`config.mk`:
```
export PLATFORM = sky130hd
export DESIGN_NAME = video_position_adjust
export DESIGN_NICKNAME = d
export VERILOG_FILES = /design/src/rtl/video_position_adjust.sv
export SDC_FILE = /design/constraint.sdc
export NUM_CORES = 1
export LEC_CHECK = 0
export ABC_AREA = 1
export CORE_MARGIN = 4
export CORE_UTILIZATION = 25
export CTS_CLUSTER_DIAMETER = 80
export CTS_CLUSTER_SIZE = 14
export DETAILED_ROUTE_END_ITERATION = 12
export DONT_BUFFER_PORTS = 1
export SYNTH_ARGS = -nofsm -noshare
export SYNTH_HDL_FRONTEND = slang
export SYNTH_SLANG_ARGS = --single-unit
```
`constraint.sdc`:
```
create_clock -name clk_sys -period 17.2 [get_ports clk_sys]
set_clock_uncertainty 0.1 [all_clocks]
set_input_delay 1.72 -clock clk_sys [delete_from_list [all_inputs] [get_ports clk_sys]]
set_output_delay 1.72 -clock clk_sys [all_outputs]
set_load 0.005 [all_outputs]
```
`src/rtl/video_position_adjust.sv`:
```
// Centres a core's picture on a CRT: pixel data is delayed by a fixed 8 pixels while the
// sync pair is re-timed by signed pixel/line offsets; frame timing is measured for lock.
module video_position_adjust #(
   parameter int COLOR_DEPTH = 6,
   parameter int LINE_BITS   = 11
) (
   input  logic                   clk_sys,
   input  logic                   reset,
   input  logic                   ce_pix,
   input  logic                   enable,
   input  logic [3:0]             h_adj,
   input  logic [3:0]             v_adj,
   input  logic [COLOR_DEPTH-1:0] R,
   input  logic [COLOR_DEPTH-1:0] G,
   input  logic [COLOR_DEPTH-1:0] B,
   input  logic                   HSync,
   input  logic                   VSync,
   output logic [COLOR_DEPTH-1:0] R_out,
   output logic [COLOR_DEPTH-1:0] G_out,
   output logic [COLOR_DEPTH-1:0] B_out,
   output logic                   HSync_out,
   output logic                   VSync_out,
   output logic                   locked,
   output logic [LINE_BITS-1:0]   frame_lines
);

   localparam int PIX_W   = 3 * COLOR_DEPTH;
   localparam int PIX_DLY = 8;
   localparam int TAPS    = 16;
   localparam logic [LINE_BITS-1:0] LINE_MAX = '1;

   typedef enum logic {UNLOCKED, LOCKED} lock_state_t;

   function automatic logic [LINE_BITS-1:0] sat_inc(input logic [LINE_BITS-1:0] v);
      return (v == LINE_MAX) ? v : v + 1'b1;
   endfunction

   logic [PIX_W-1:0]     pix_sr_p0 [0:PIX_DLY-1];
   logic [1:0]           sync_sr_p0 [0:TAPS-2];
   logic [1:0]           sync_line [0:TAPS-1];
   logic [1:0]           sync_tap;
   logic [3:0]           tap_idx;

   logic signed [3:0]    h_eff;
   logic signed [3:0]    v_eff;
   logic                 hs_in_prev;
   logic                 vs_in_prev;
   logic                 hs_fall;
   logic                 vs_fall;

   logic [LINE_BITS-1:0] in_line;
   logic [LINE_BITS-1:0] in_line_inc;
   logic [LINE_BITS-1:0] vs_cnt;
   logic [LINE_BITS-1:0] vs_lines;

   lock_state_t          lock_state;
   lock_state_t          lock_next;

   logic                 tap_hs;
   logic                 tap_vs;
   logic                 tap_vs_prev;
   logic                 dhs_fall;
   logic                 dvs_fall;
   logic [LINE_BITS-1:0] out_line;
   logic [LINE_BITS-1:0] out_line_inc;
   logic [LINE_BITS:0]   out_line_wide;
   logic [LINE_BITS-1:0] start_line;
   logic [LINE_BITS-1:0] v_ext;
   logic [LINE_BITS-1:0] regen_left;
   logic                 regen_on;

   // ---- Stage p0: fixed pixel delay and sync delay line ----
   always_ff @(posedge clk_sys or posedge reset) begin
      if (reset) begin
         for (int i = 0; i < PIX_DLY; i++) pix_sr_p0[i] <= '0;
         for (int i = 0; i < TAPS - 1; i++) sync_sr_p0[i] <= 2'b11;
         {R_out, G_out, B_out} <= '0;
      end else if (ce_pix) begin
         pix_sr_p0[0] <= {R, G, B};
         for (int i = 1; i < PIX_DLY; i++) pix_sr_p0[i] <= pix_sr_p0[i-1];
         sync_sr_p0[0] <= {HSync, VSync};
         for (int i = 1; i < TAPS - 1; i++) sync_sr_p0[i] <= sync_sr_p0[i-1];
         {R_out, G_out, B_out} <= pix_sr_p0[PIX_DLY-1];
      end
   end

   // Tap 0 is the live input, so an offset of -8 gives zero extra delay.
   always_comb begin
      sync_line[0] = {HSync, VSync};
      for (int i = 1; i < TAPS; i++) sync_line[i] = sync_sr_p0[i-1];
   end

   assign tap_idx  = {~h_eff[3], h_eff[2:0]};
   assign sync_tap = sync_line[tap_idx];
   assign tap_hs   = sync_tap[1];
   assign tap_vs   = sync_tap[0];

   // ---- Input timing measurement and offset capture ----
   assign hs_fall = ce_pix & hs_in_prev & ~HSync;
   assign vs_fall = ce_pix & vs_in_prev & ~VSync;

   always_comb begin
      in_line_inc = in_line;
      if (hs_fall) in_line_inc = sat_inc(in_line);
   end

   always_ff @(posedge clk_sys or posedge reset) begin
      if (reset) begin
         hs_in_prev  <= 1'b1;
         vs_in_prev  <= 1'b1;
         in_line     <= '0;
         vs_cnt      <= '0;
         vs_lines    <= '0;
         frame_lines <= '0;
         h_eff       <= 4'sd0;
         v_eff       <= 4'sd0;
      end else if (ce_pix) begin
         hs_in_prev <= HSync;
         vs_in_prev <= VSync;
         if (vs_fall) begin
            // A line starting on the VS edge belongs to the frame that is ending.
            frame_lines <= in_line_inc;
            vs_lines    <= (vs_cnt == '0) ? LINE_BITS'(1) : vs_cnt;
            in_line     <= '0;
            vs_cnt      <= '0;
            h_eff       <= enable ? $signed(h_adj) : 4'sd0;
            v_eff       <= enable ? $signed(v_adj) : 4'sd0;
         end else begin
            in_line <= in_line_inc;
            if (hs_fall && !VSync) vs_cnt <= sat_inc(vs_cnt);
         end
      end
   end

   // ---- Lock state machine ----
   always_ff @(posedge clk_sys or posedge reset) begin
      if (reset) lock_state <= UNLOCKED;
      else if (ce_pix) lock_state <= lock_next;
   end

   always_comb begin
      lock_next = lock_state;
      if (vs_fall) begin
         if (in_line_inc == frame_lines && in_line_inc >= LINE_BITS'(16) &&
             in_line_inc <= LINE_MAX - 1'b1)
            lock_next = LOCKED;
         else
            lock_next = UNLOCKED;
      end
   end

   assign locked = (lock_state == LOCKED);

   // ---- Stage p1: sync outputs and vertical regeneration ----
   assign dhs_fall      = HSync_out & ~tap_hs;
   assign dvs_fall      = tap_vs_prev & ~tap_vs;
   assign out_line_wide = {1'b0, out_line} + 1'b1;
   assign out_line_inc  = (out_line_wide >= {1'b0, frame_lines}) ? '0
                                                                  : out_line_wide[LINE_BITS-1:0];
   assign v_ext         = {{(LINE_BITS-4){v_eff[3]}}, v_eff};
   assign start_line    = v_eff[3] ? frame_lines + v_ext : v_ext;
   assign regen_on      = locked && (v_eff != 4'sd0);

   always_ff @(posedge clk_sys or posedge reset) begin
      if (reset) begin
         HSync_out   <= 1'b1;
         VSync_out   <= 1'b1;
         tap_vs_prev <= 1'b1;
         out_line    <= '0;
         regen_left  <= '0;
      end else if (ce_pix) begin
         HSync_out   <= tap_hs;
         tap_vs_prev <= tap_vs;
         if (dvs_fall)      out_line <= '0;
         else if (dhs_fall) out_line <= out_line_inc;

         if (!regen_on) begin
            VSync_out  <= tap_vs;
            regen_left <= '0;
         end else if (dhs_fall) begin
            // A pulse inherited from the tapped path ends on the next line (no stuck low).
            if (!VSync_out) begin
               if (regen_left <= LINE_BITS'(1)) VSync_out <= 1'b1;
               if (regen_left != '0) regen_left <= regen_left - 1'b1;
            end else if (!dvs_fall && out_line_inc == start_line) begin
               VSync_out  <= 1'b0;
               regen_left <= vs_lines;
            end
         end
      end
   end

endmodule

```
# Yosys cells after proc, flatten, opt, wreduce, memory -nomap -nowiden

Cells that the tools add are included.

Flip-flop bits (word level): 272

Add/subtract/negate cells: 5
$lt $le $gt $ge: 5
Eq/ne operators: 8
Multiplexer cells: 27
Bitwise operators: 12
Reduce and logical (&&, ||, !) cells: 17

Operators with widths:

| operator                                                           | count |
|---|---|
| 2-to-1 mux 11 bit                                                  | 16 |
| adder 11 x 1 -> 11 bit, second input constant                      | 2 |
| == test 11 bit                                                     | 2 |
| == test 11 bit, second input constant                              | 2 |
| adder 11 x 1 -> 12 bit, second input constant                      | 1 |
| greater-or-equal comparator 12 x 11 -> 1 bit                       | 1 |
| adder 11 bit                                                       | 1 |
| greater-or-equal comparator 11 x 5 -> 1 bit, second input constant | 1 |
| <= comparator 11 x 1 -> 1 bit, second input constant               | 1 |
| <= comparator 11 bit, second input constant                        | 1 |
| logical NOT 11 bit                                                 | 1 |
| nonzero test 11 bit                                                | 1 |
| subtractor 11 x 1 -> 11 bit, second input constant                 | 1 |
| binary-select mux 2 bit (select 4 bit)                             | 1 |
| 2-to-1 mux 4 bit                                                   | 2 |
| bitwise AND 1 bit                                                  | 6 |
| 2-to-1 mux 1 bit                                                   | 6 |
| != test 3 x 2 -> 1 bit, second input constant                      | 2 |
| AND reduction 2 bit                                                | 3 |
| greater-or-equal comparator 5 bit, second input constant           | 1 |
| logical AND 1 bit                                                  | 5 |
| NOT 1 bit                                                          | 5 |
| NOT 4 -> 5 bit                                                     | 1 |
| 2-to-1 mux 2 bit                                                   | 2 |
| 6 further kinds                                                    | 9 |

# Depth between registers and ports, before layout

Gate-level depths: netlist of run 1.

Depth in word-level cells: 13
Gate-level depth with buffers: 28

# Worst setup path after synthesis of run 1

OpenSTA, ideal clock, no wires.

Path type: input port to flip-flop
Start point: input ce_pix
End point: register lock_state, in the netlist locked
Arrival time: 3.038 ns
Required time: 17.035 ns
Slack: 13.996 ns
Stages: 13
Cells stage by stage: nand2_1 > nor2_2 > nand4_1 > xor2_1 > nor2_1 > inv_1 > nand2_1 > nand3_1 > nor2_1 > nand2_1 > nor2_1 > nand4_1 > nand2_1

Longest elaborated chain between the ends: 7
Elaborated cells on any way between the ends: 12

RTL lines:

| what                                                                                 | line | RTL |
|---|---|---|
| start, declared                                                                      | 9    | `input logic ce_pix,` |
| bitwise AND 1 bit (2 in series)                                                      | 99   | `assign hs_fall = ce_pix & hs_in_prev & ~HSync;` |
| 2-to-1 mux 11 bit                                                                    | 104  | `if (hs_fall) in_line_inc = sat_inc(in_line);` |
| greater-or-equal comparator 11 x 5 -> 1 bit / == test 11 bit (equally long branches) | 144  | `if (in_line_inc == frame_lines && in_line_inc >= LINE_BITS'(16) &&` |
| logical AND 1 bit (2 in series)                                                      | 144  |  |
| 2-to-1 mux 1 bit                                                                     | 144  |  |
| end signal, assigned                                                                 | 138  | `else if (ce_pix) lock_state <= lock_next;` |
| end, declared                                                                        | 56   | `lock_state_t lock_state;` |

Several ways; a longest one is shown, not always the timed one.
A chain may end at the register's enable or synchronous reset.

# Final worst setup path of run 1

Start point: register out_line[0]
End point: register regen_left[0]

Longest elaborated chain between the ends: 7

RTL lines:

| what                                         | line | RTL |
|---|---|---|
| start, declared                              | 64   | `logic [LINE_BITS-1:0] out_line;` |
| start signal, assigned                       | 175  | `else if (dhs_fall) out_line <= out_line_inc;` |
| adder 11 x 1 -> 12 bit *                     | 157  | `assign out_line_wide = {1'b0, out_line} + 1'b1;` |
| greater-or-equal comparator 12 x 11 -> 1 bit | 158  | `assign out_line_inc = (out_line_wide >= {1'b0, frame_lines}) ? '0` |
| 2-to-1 mux 11 bit *                          | 158  |  |
| == test 11 bit *                             | 185  | `end else if (!dvs_fall && out_line_inc == start_line) begin` |
| logical AND 1 bit *                          | 185  |  |
| != test 3 x 2 -> 1 bit (no line) *           | -    |  |
| AND reduction 4 bit (no line) *              | -    |  |
| end signal, assigned                         | 184  | `if (regen_left != '0) regen_left <= regen_left - 1'b1;` |
| end signal, assigned                         | 187  | `regen_left <= vs_lines;` |
| end, declared                                | 69   | `logic [LINE_BITS-1:0] regen_left;` |

Every way passes the cells marked *; elsewhere a longest branch is shown, timed or not.

==> results of run 1 <==
## layout by cell type, fill, tap and decap left out, types with 2 or more instances in the layout
cell type	count
sky130_fd_sc_hd__or2_2	2
sky130_fd_sc_hd__o22ai_1	10
sky130_fd_sc_hd__a31oi_1	4
sky130_fd_sc_hd__buf_4	6
sky130_fd_sc_hd__nor2_1	77
sky130_fd_sc_hd__dfrtp_1	237
sky130_fd_sc_hd__inv_1	209
sky130_fd_sc_hd__o21a_1	2
sky130_fd_sc_hd__inv_8	2
sky130_fd_sc_hd__clkbuf_1	7
sky130_fd_sc_hd__nand2_2	8
sky130_fd_sc_hd__clkbuf_16	23
sky130_fd_sc_hd__o21ai_0	241
sky130_fd_sc_hd__a21oi_1	32
sky130_fd_sc_hd__ha_1	27
sky130_fd_sc_hd__xnor2_1	5
sky130_fd_sc_hd__xor2_1	20
sky130_fd_sc_hd__nand3b_1	2
sky130_fd_sc_hd__nor2_8	2
sky130_fd_sc_hd__dfstp_2	33
sky130_fd_sc_hd__a211oi_1	2
sky130_fd_sc_hd__a221oi_1	2
sky130_fd_sc_hd__nand2_1	428
sky130_fd_sc_hd__o211ai_1	5
sky130_fd_sc_hd__nor2_2	6
sky130_fd_sc_hd__nand3_1	72
sky130_fd_sc_hd__nand3_2	4
sky130_fd_sc_hd__nand4_1	31
sky130_fd_sc_hd__o21bai_1	3
sky130_fd_sc_hd__nor4_1	2
sky130_fd_sc_hd__nor3_1	9
## state kept, by name (all words and copies together) (netlist names), 11 cells and up
signal,flops
vs_lines,11
regen_left,11
sync_line,30
vs_cnt,11
in_line,11
pix_sr_p0,144
frame_lines,11
out_line,11
## power groups by stage
stage	sequential (mW)	combinational, mW	clock (mW)
3_3_place_gp	0.821	0.505	0
5_1_grt	0.825	0.600	0.516
2_1_floorplan	0.793	0.434	0
3_5_place_dp	0.824	0.519	0
4_1_cts	0.813	0.521	0.494
6_report	0.811	0.518	0.474
## worst min-delay path by stage
stage / from / endpoint / slack, ns / depth (start not counted)
after floorplan: regen_left[10] / regen_left[10] / 0.34 / 2
after global placement: pix_sr_p0[57] / pix_sr_p0[57] / 0.36 / 2
after detailed placement: pix_sr_p0[62] / pix_sr_p0[62] / 0.36 / 2
after CTS: pix_sr_p0[62] / pix_sr_p0[62] / 0.38 / 2
after global routing: pix_sr_p0[106] / pix_sr_p0[106] / 0.40 / 2
final: regen_left[7] / regen_left[7] / 0.37 / 2
## synth_stat cells, types with 20 or more instances
master,number,area (µm²)
sky130_fd_sc_hd__nand2_1,428,1607
sky130_fd_sc_hd__o21ai_0,241,1206
sky130_fd_sc_hd__dfrtp_1,237,5931
sky130_fd_sc_hd__inv_1,211,792.0
sky130_fd_sc_hd__nor2_1,78,292.8
sky130_fd_sc_hd__nand3_1,72,360.4
sky130_fd_sc_hd__clkbuf_1,59,221.5
sky130_fd_sc_hd__dfstp_2,33,867.1
sky130_fd_sc_hd__a21oi_1,32,160.2
sky130_fd_sc_hd__nand4_1,31,193.9
sky130_fd_sc_hd__ha_1,27,337.8
sky130_fd_sc_hd__xor2_1,20,175.2
## worst max-delay path: cells and delay by family, from the launching register on
| family | cells | cell delay [ns] |
|---|---|---|
| AND/OR/NAND/NOR | 19 | 2.15 |
| adder cells (fa/ha/maj) | 2 | 0.55 |
| flip-flops | 1 | 0.41 |
| buffers and inverters | 2 | 0.14 |
| XOR/XNOR | 1 | 0.27 |
## metal layers
layer | global-route usage [%] | routed length, µm
met1 | 13.55 | 13140
met2 | 16.98 | 12850
met3 | 2.041 | 1204
met4 | 2.432 | 574
met5 | 0 | 0
## area by class of cell
| type | count | area (µm²) | area share, % |
|---|---|---|---|
| clock buffers | 30 | 601.8 | 4.281 |
| clock inverters | 2 | 31.28 | 0.2225 |
| inverters | 213 | 809.5 | 5.758 |
| multi-input cells | 1005 | 4933 | 35.09 |
| flip-flops and latches | 270 | 6798 | 48.35 |
| well taps | 672 | 840.8 | 5.980 |
| repair buffers | 6 | 45.04 | 0.3204 |
## kinds of logic after synthesis
group           after synthesis  synth area share (%)
simple gates                647                 21.52
fa+ha+maj                    28                 2.797
buf+inv                     279                 8.353
compound gates              305                 12.48
xor+xnor                     25                 1.712
flops                       270                 53.14
## per-stage QoR
stage	util (%)	cell area, µm²	setup WS (ns)	cells	power [mW]
2_1_floorplan	-	12790	7.996	1554	1.227
3_3_place_gp	26.65	13430	13.50	2166	1.327
3_5_place_dp	26.65	13430	13.39	2166	1.342
4_1_cts	27.91	14060	13.44	2198	1.828
5_1_grt	27.91	14060	13.06	2198	1.941
6_report	27.91	14060	13.46	2198	1.802
==> impl_summary.md, run 1 <==
Outcome
The run finished with clean final reports.

Floorplan
The initial core utilization is 25.39%. The floorplan step set the die height to 234.2 µm. The floorplan step defined a die boundary enclosing 54,850 µm². The die is 234.2 µm wide. The count of standard-cell rows is 82. The top-level I/O count is 64. The area of the placeable core is 50,380 µm².

STA
Setup violations remaining at the end of the flow were counted as 0. The worst slew margin relative to its limit is 25.27%. The fraction of the cycle the final worst path needs is 21.72%.

Derived from the worst setup path, the maximum achievable clock frequency is 0.2676 GHz. The slew at the pin closest to its max-slew limit is 1.109 ns. The minimum period implied by the final worst setup slack is 3.736 ns. The final worst hold slack is 0.3714 ns. Adding up every negative setup slack in the final design gives 0 ns.

Setup repair after global routing left no endpoint under its margin. The final max-slew violation count is 0. The number of hold violations in the final report is 0.

Setup path
Among the stages of the critical path, the cell type that occurs most often is sky130_fd_sc_hd__nand2_1. The critical path goes through ha_1 -> nand2_1 -> nor2_1 -> nand4_1 -> xor2_1 -> inv_1 -> ha_1 -> nand3_1 -> nor2_1 -> nand2_2 -> nor2_2 -> nor2_8 -> nand2_2 -> nor2_2 -> nand2_1 -> nand2_1 -> inv_1 -> nand2_1 -> nor2_1 -> nand2_2 -> nand2_4 -> nand3_2 -> nand2_1 -> nand2_1. The launch point of the worst reg-to-reg path is out_line[0]. STA classifies the critical path endpoint as a register. The number of cells on the worst reg-to-reg path is 24. For this design, the slowest cell found on the critical path is sky130_fd_sc_hd__dfrtp_1. The capturing element of the worst setup path is regen_left[0]. The worst register-to-register path ends at regen_left[0]. Along the worst path, the maximum fanout reaches 12. The arrival time reported for the critical path endpoint is 4.06 ns. The slack of the worst reg-to-reg path is 13.46 ns. STA classifies the critical path startpoint as a register. The critical path is of the reg2reg type.

For the worst setup path, the data required time is 17.52 ns. In this design, the stage delay of the slowest critical-path cell is 0.41 ns. The critical path starts at out_line[0].

Pwr
The worst-case vdd ir drop is 66.19 µV. The clock network is responsible for 26.3% of the overall power. Dividing total power by cell area gives a power density of 128.2 nW/µm². The part of the total power dissipated in sequential elements is 45.0%. The portion of total power attributed to combinational logic is 28.7%. The switching part of the total power is 35.47%. The switching power is 0.6393 mW.

The reported leakage power is 6.582 nW. The cell internal power dissipation is 1.163 mW.

Detailed routing
After the first detailed-routing iteration, the DRC count stood at 564. Summing over every cut layer, the via total after detailed routing is 9,586. The post-detailed-routing wire length is 27,770 µm. The iteration count of the initial detailed-routing pass is 5. The count of antenna-violating nets left after detailed routing is 0. The wire length per cell after detailed routing is 12.63 µm. In the routed layout, each cell is associated on average with a via count of 4.361. In the routed design, unresolved DRC markers number 0.

Yosys
The most used flip-flop cell after synthesis is sky130_fd_sc_hd__dfrtp_1. The net count after synthesis is 1,614. The share of the yosys chip area belonging to registers is 53.14%.

The count of state elements after synthesis is 270. The number of flops mapped to enable cells by yosys is 0. The cell count after synthesis is 1,554.

The proportion of synthesized flip-flops having asynchronous set or reset is 100.0%. The post-synthesis area per instance is 8.232 µm². The synthesized netlist contains 41 unique library cells. The number of warning messages in the yosys log is 0. The synthesized cell area is 12,790 µm².

Hold path
The worst hold path belongs to the class reg2reg.

Clock tree
The longest clock path from root to sink contains 3 buffers. The buffer count from post-CTS setup fixing is 0. The clock tree root driver cell is sky130_fd_sc_hd__clkbuf_16.

The number of buffers created by CTS is 23. TritonCTS built the clock tree. The count of H-tree levels built during CTS is 1. The clock sink count is 270. Clock latency on the worst-skew pair, taken at its later pin, is 0.54 ns.

After clock tree synthesis, the repair step resized 0 gates. Buffers inserted to repair hold after CTS numbered 0. The clock transition time at the flip-flop clock pins of the worst setup and hold paths is 0.07 ns.

Place
The final RePlAce weighted congestion is 0.8732. The count of input and output buffers is 0. The HPWL after detailed placement is 18,860 µm.

Global routing
Global routing used 10.15% of the available tracks. The pin count of the biggest net entering global routing is 205. The number of antenna violations at the first check in global routing is 0.

The first global-routing pass estimated 46,890 µm of wire. The total global routing overflow is 0. The number of global-route vias before repair is 9,402.

Layout
The share of final-layout standard cells stronger than drive strength 1 is 6.225%. Fill cells in the final layout number 5,378. The net count of the finished layout is 1,579.

Relative to the synthesized area, the layout overhead comes to 9.908%. The repair_antennas step left the layout with diodes totalling 0.

Flow run
Max-cap violations in this run came to 0.
No activity file was read; power rests on OpenSTA's default activity.
==> inputs of run 2 (changes only) <==
==> constraint.sdc (replaced) <==
create_clock -name clk_sys -period 3.64 [get_ports clk_sys]
set_clock_uncertainty 0.1 [all_clocks]
set_input_delay 0.364 -clock clk_sys [delete_from_list [all_inputs] [get_ports clk_sys]]
set_output_delay 0.364 -clock clk_sys [all_outputs]
set_load 0.005 [all_outputs]
==> run 2 against run 1 <==
Effect of this change:
- utilization increased by 1.6 points
- largest power group unchanged
- critical path type unchanged
- critical path depth unchanged
- combinational power increased to 6.0 times the previous value
- first-iteration DRC count increased by 56%
- sequential power increased to 4.7 times the previous value
==> impl_summary.md, run 2 (synthesis results as in run 1) <==
Setup path
The number of cells on the worst reg-to-reg path is 24. The endpoint identified for the worst register-to-register timing path is regen_left[1]. The launch point of the worst reg-to-reg path is out_line[0].

Across all register-to-register paths, the minimum setup slack is 0.20 ns. The top fanout value on the critical path is 5. At the worst endpoint, the arrival time is 3.77 ns.

The worst path required time is 3.96 ns. The critical path endpoint category is a register. The startpoint kind of the worst setup timing path is a register. The launch point of the worst path is out_line[0]. The category of the critical setup timing path is reg2reg.

The capturing element of the worst setup path is regen_left[1].

Detailed routing
The DRC violation count after routing is 0. The routed layout has 10,040 vias. The routed design has 30,400 µm of wire. The count of nets left with antenna violations once routing finished came out at 0.

The iteration count of the initial detailed-routing pass is 5. In this run, the number of DRC markers left after iteration 0 of detailed routing was 878. After detailed routing, the average wire length per cell comes to 13.47 µm.

In the routed layout, each cell is associated on average with a via count of 4.447.

Place
The final RePlAce weighted congestion is 0.8662. The post-detailed-placement half-perimeter wirelength is 20,110 µm. The count of input and output buffers is 0.

Hold path
The worst hold path class is in2reg.

Layout
The number of nets at the end of the flow is 1,638. Counting flops per register, the top entry is pix_sr_p0. The number of antenna diodes in the final layout is 0.

Leaving out fill and tap cells, the most frequent cell in the layout is sky130_fd_sc_hd__nand2_1. The share of final-layout standard cells stronger than drive strength 1 is 9.206%. Compared with the post-synthesis result, the final layout area differs by 16.09%.

The flip-flop count of the largest register, all copies and words added is 144. In the layout the commonest cells are 423 x sky130_fd_sc_hd__nand2_1, 240 x sky130_fd_sc_hd__o21ai_0, 237 x sky130_fd_sc_hd__dfrtp_1. The area taken by flip-flops and latches is 6798 µm². The total area of multi-input combinational cells is 5101 µm².

The number of filler instances in the final layout is 5,278.

Outcome
The flow ran to the end, and the final reports show no timing, DRC or antenna violations.

STA
The worst path in the final design needs a cycle of 3.443 ns, including I/O delays and setup. The fraction of the cycle the final worst path needs is 94.59%. The aggregate negative setup slack is 0 ns. The count of final setup violators is 0. The number of hold violations in the final report is 0. The final max-slew violation count is 0. The slew at the pin closest to its max-slew limit is 1.033 ns.

Hold is met by 0.1520 ns. Timing would allow up to 0.2904 GHz. Measured against its own limit, the worst slew margin works out to 30.96%.

Clock tree
The clock tree root driver cell is sky130_fd_sc_hd__clkbuf_16. Clock-pin slew was measured on the worst setup and hold paths at 0.07 ns. The clock sink count is 270. CTS built an H-tree with a depth of 1.

TritonCTS built the clock tree. The number of buffers created by CTS is 23. The later-pin clock latency in the skew report is 0.54 ns.

The deepest clock path buffer count is 3.

Floorplan
In this run the core area contains 82 standard-cell rows. The height of the die is 234.2 µm. 64 I/O pins were placed.

The die is 234.2 µm wide. The initial core utilization is 25.39%. The die covers 54,850 µm². The area of the placeable core is 50,380 µm².

Global routing
The number of antenna violations at the first check in global routing is 0. After global routing the overflow that remains totals 0. Entering global routing, the biggest net connects 202 pins. The aggregate global-route resource usage is 10.91%. The first global-routing pass estimated 49,810 µm of wire. The number of global-route vias before repair is 9,793.

Pwr
Across the VDD grid, the largest voltage drop is 345.8 µV. The total power is 9.288 mW. Summed over all cells, the static leakage comes to 6.891 nW.

The power density over cell area is 625.5 nW/µm².

Flow run
The max-capacitance violation count is 0.
## run 2: layout make-up
cell class,instances,area share (%)
Clock inverter,3,0.3876
Tap cell,672,5.662
Clock buffer,30,4.053
Multi-Input combinational cell,1007,34.35
Sequential cell,270,45.77
Timing Repair Buffer,63,4.347
Inverter,213,5.426
## run 2: worst min-delay path by stage
stage              startpoint             end  cells after the start
4_1_cts                ce_pix   pix_sr_p0[62]                      3
5_1_grt                ce_pix     out_line[5]                      3
3_5_place_dp   pix_sr_p0[142]  pix_sr_p0[142]                      2
3_3_place_gp    pix_sr_p0[57]   pix_sr_p0[57]                      2
6_report               ce_pix   pix_sr_p0[63]                      3
2_1_floorplan  regen_left[10]  regen_left[10]                      2
## run 2: per-layer routing
layer | up-vias | GRT usage, % | share of wire, %
met3 | 38 | 1.871 | 4.8
li1 | 5014 | - | -
met4 | 0 | 2.209 | 1.9
met5 | - | 0 | 0
met2 | 196 | 18.01 | 47
met1 | 4793 | 15.14 | 46
## run 2: report_power, final
part           leakage (nW)  internal (mW)  total (mW)  switching (mW)
Clock                 0.316           1.23        2.34            1.10
Combinational          3.14           1.20        3.13            1.93
Sequential             3.44           3.48        3.82           0.341
## run 2: worst max-delay path, stage by stage, from the launching register on
cell                      delay [ns]
sky130_fd_sc_hd__dfrtp_1        0.39
sky130_fd_sc_hd__ha_2           0.21
sky130_fd_sc_hd__nand2_2        0.08
sky130_fd_sc_hd__nor2_4         0.15
sky130_fd_sc_hd__nand4_1        0.16
sky130_fd_sc_hd__xor2_2         0.24
sky130_fd_sc_hd__inv_1          0.11
sky130_fd_sc_hd__ha_4           0.31
sky130_fd_sc_hd__nand3_2        0.12
sky130_fd_sc_hd__nor2_4         0.13
sky130_fd_sc_hd__nand2_2        0.08
sky130_fd_sc_hd__nor2_4         0.22
sky130_fd_sc_hd__nor2_8         0.08
sky130_fd_sc_hd__nand2_2        0.08
sky130_fd_sc_hd__nor2_2         0.04
sky130_fd_sc_hd__nand2_1        0.05
sky130_fd_sc_hd__nand2_1        0.05
sky130_fd_sc_hd__inv_1          0.04
sky130_fd_sc_hd__nand2_1        0.06
sky130_fd_sc_hd__nor2_2         0.11
sky130_fd_sc_hd__nand2_2        0.09
sky130_fd_sc_hd__nand2_4        0.11
sky130_fd_sc_hd__nand3_2        0.14
sky130_fd_sc_hd__nand2_1        0.11
sky130_fd_sc_hd__nand2_1        0.05
## run 2: through the flow
step,std cells,util [%],cell area [µm²],worst slack (ns)
2_1_floorplan,1554,-,12800,-0.3645
4_1_cts,2242,28.91,14570,0.005075
5_1_grt,2258,29.48,14850,-0.04327
3_3_place_gp,2175,26.89,13550,0.1333
6_report,2258,29.48,14850,0.1970
3_5_place_dp,2175,26.89,13550,0.02447
## run 2: repair_timing
action / 4_1_cts / 5_1_grt
setup endpoints to repair: 0 / 12
endpoints found under the hold margin: 150 / 0
resized for setup: 0 / 41
hold buffers: 34 / 0
buffers inserted: 0 / 13
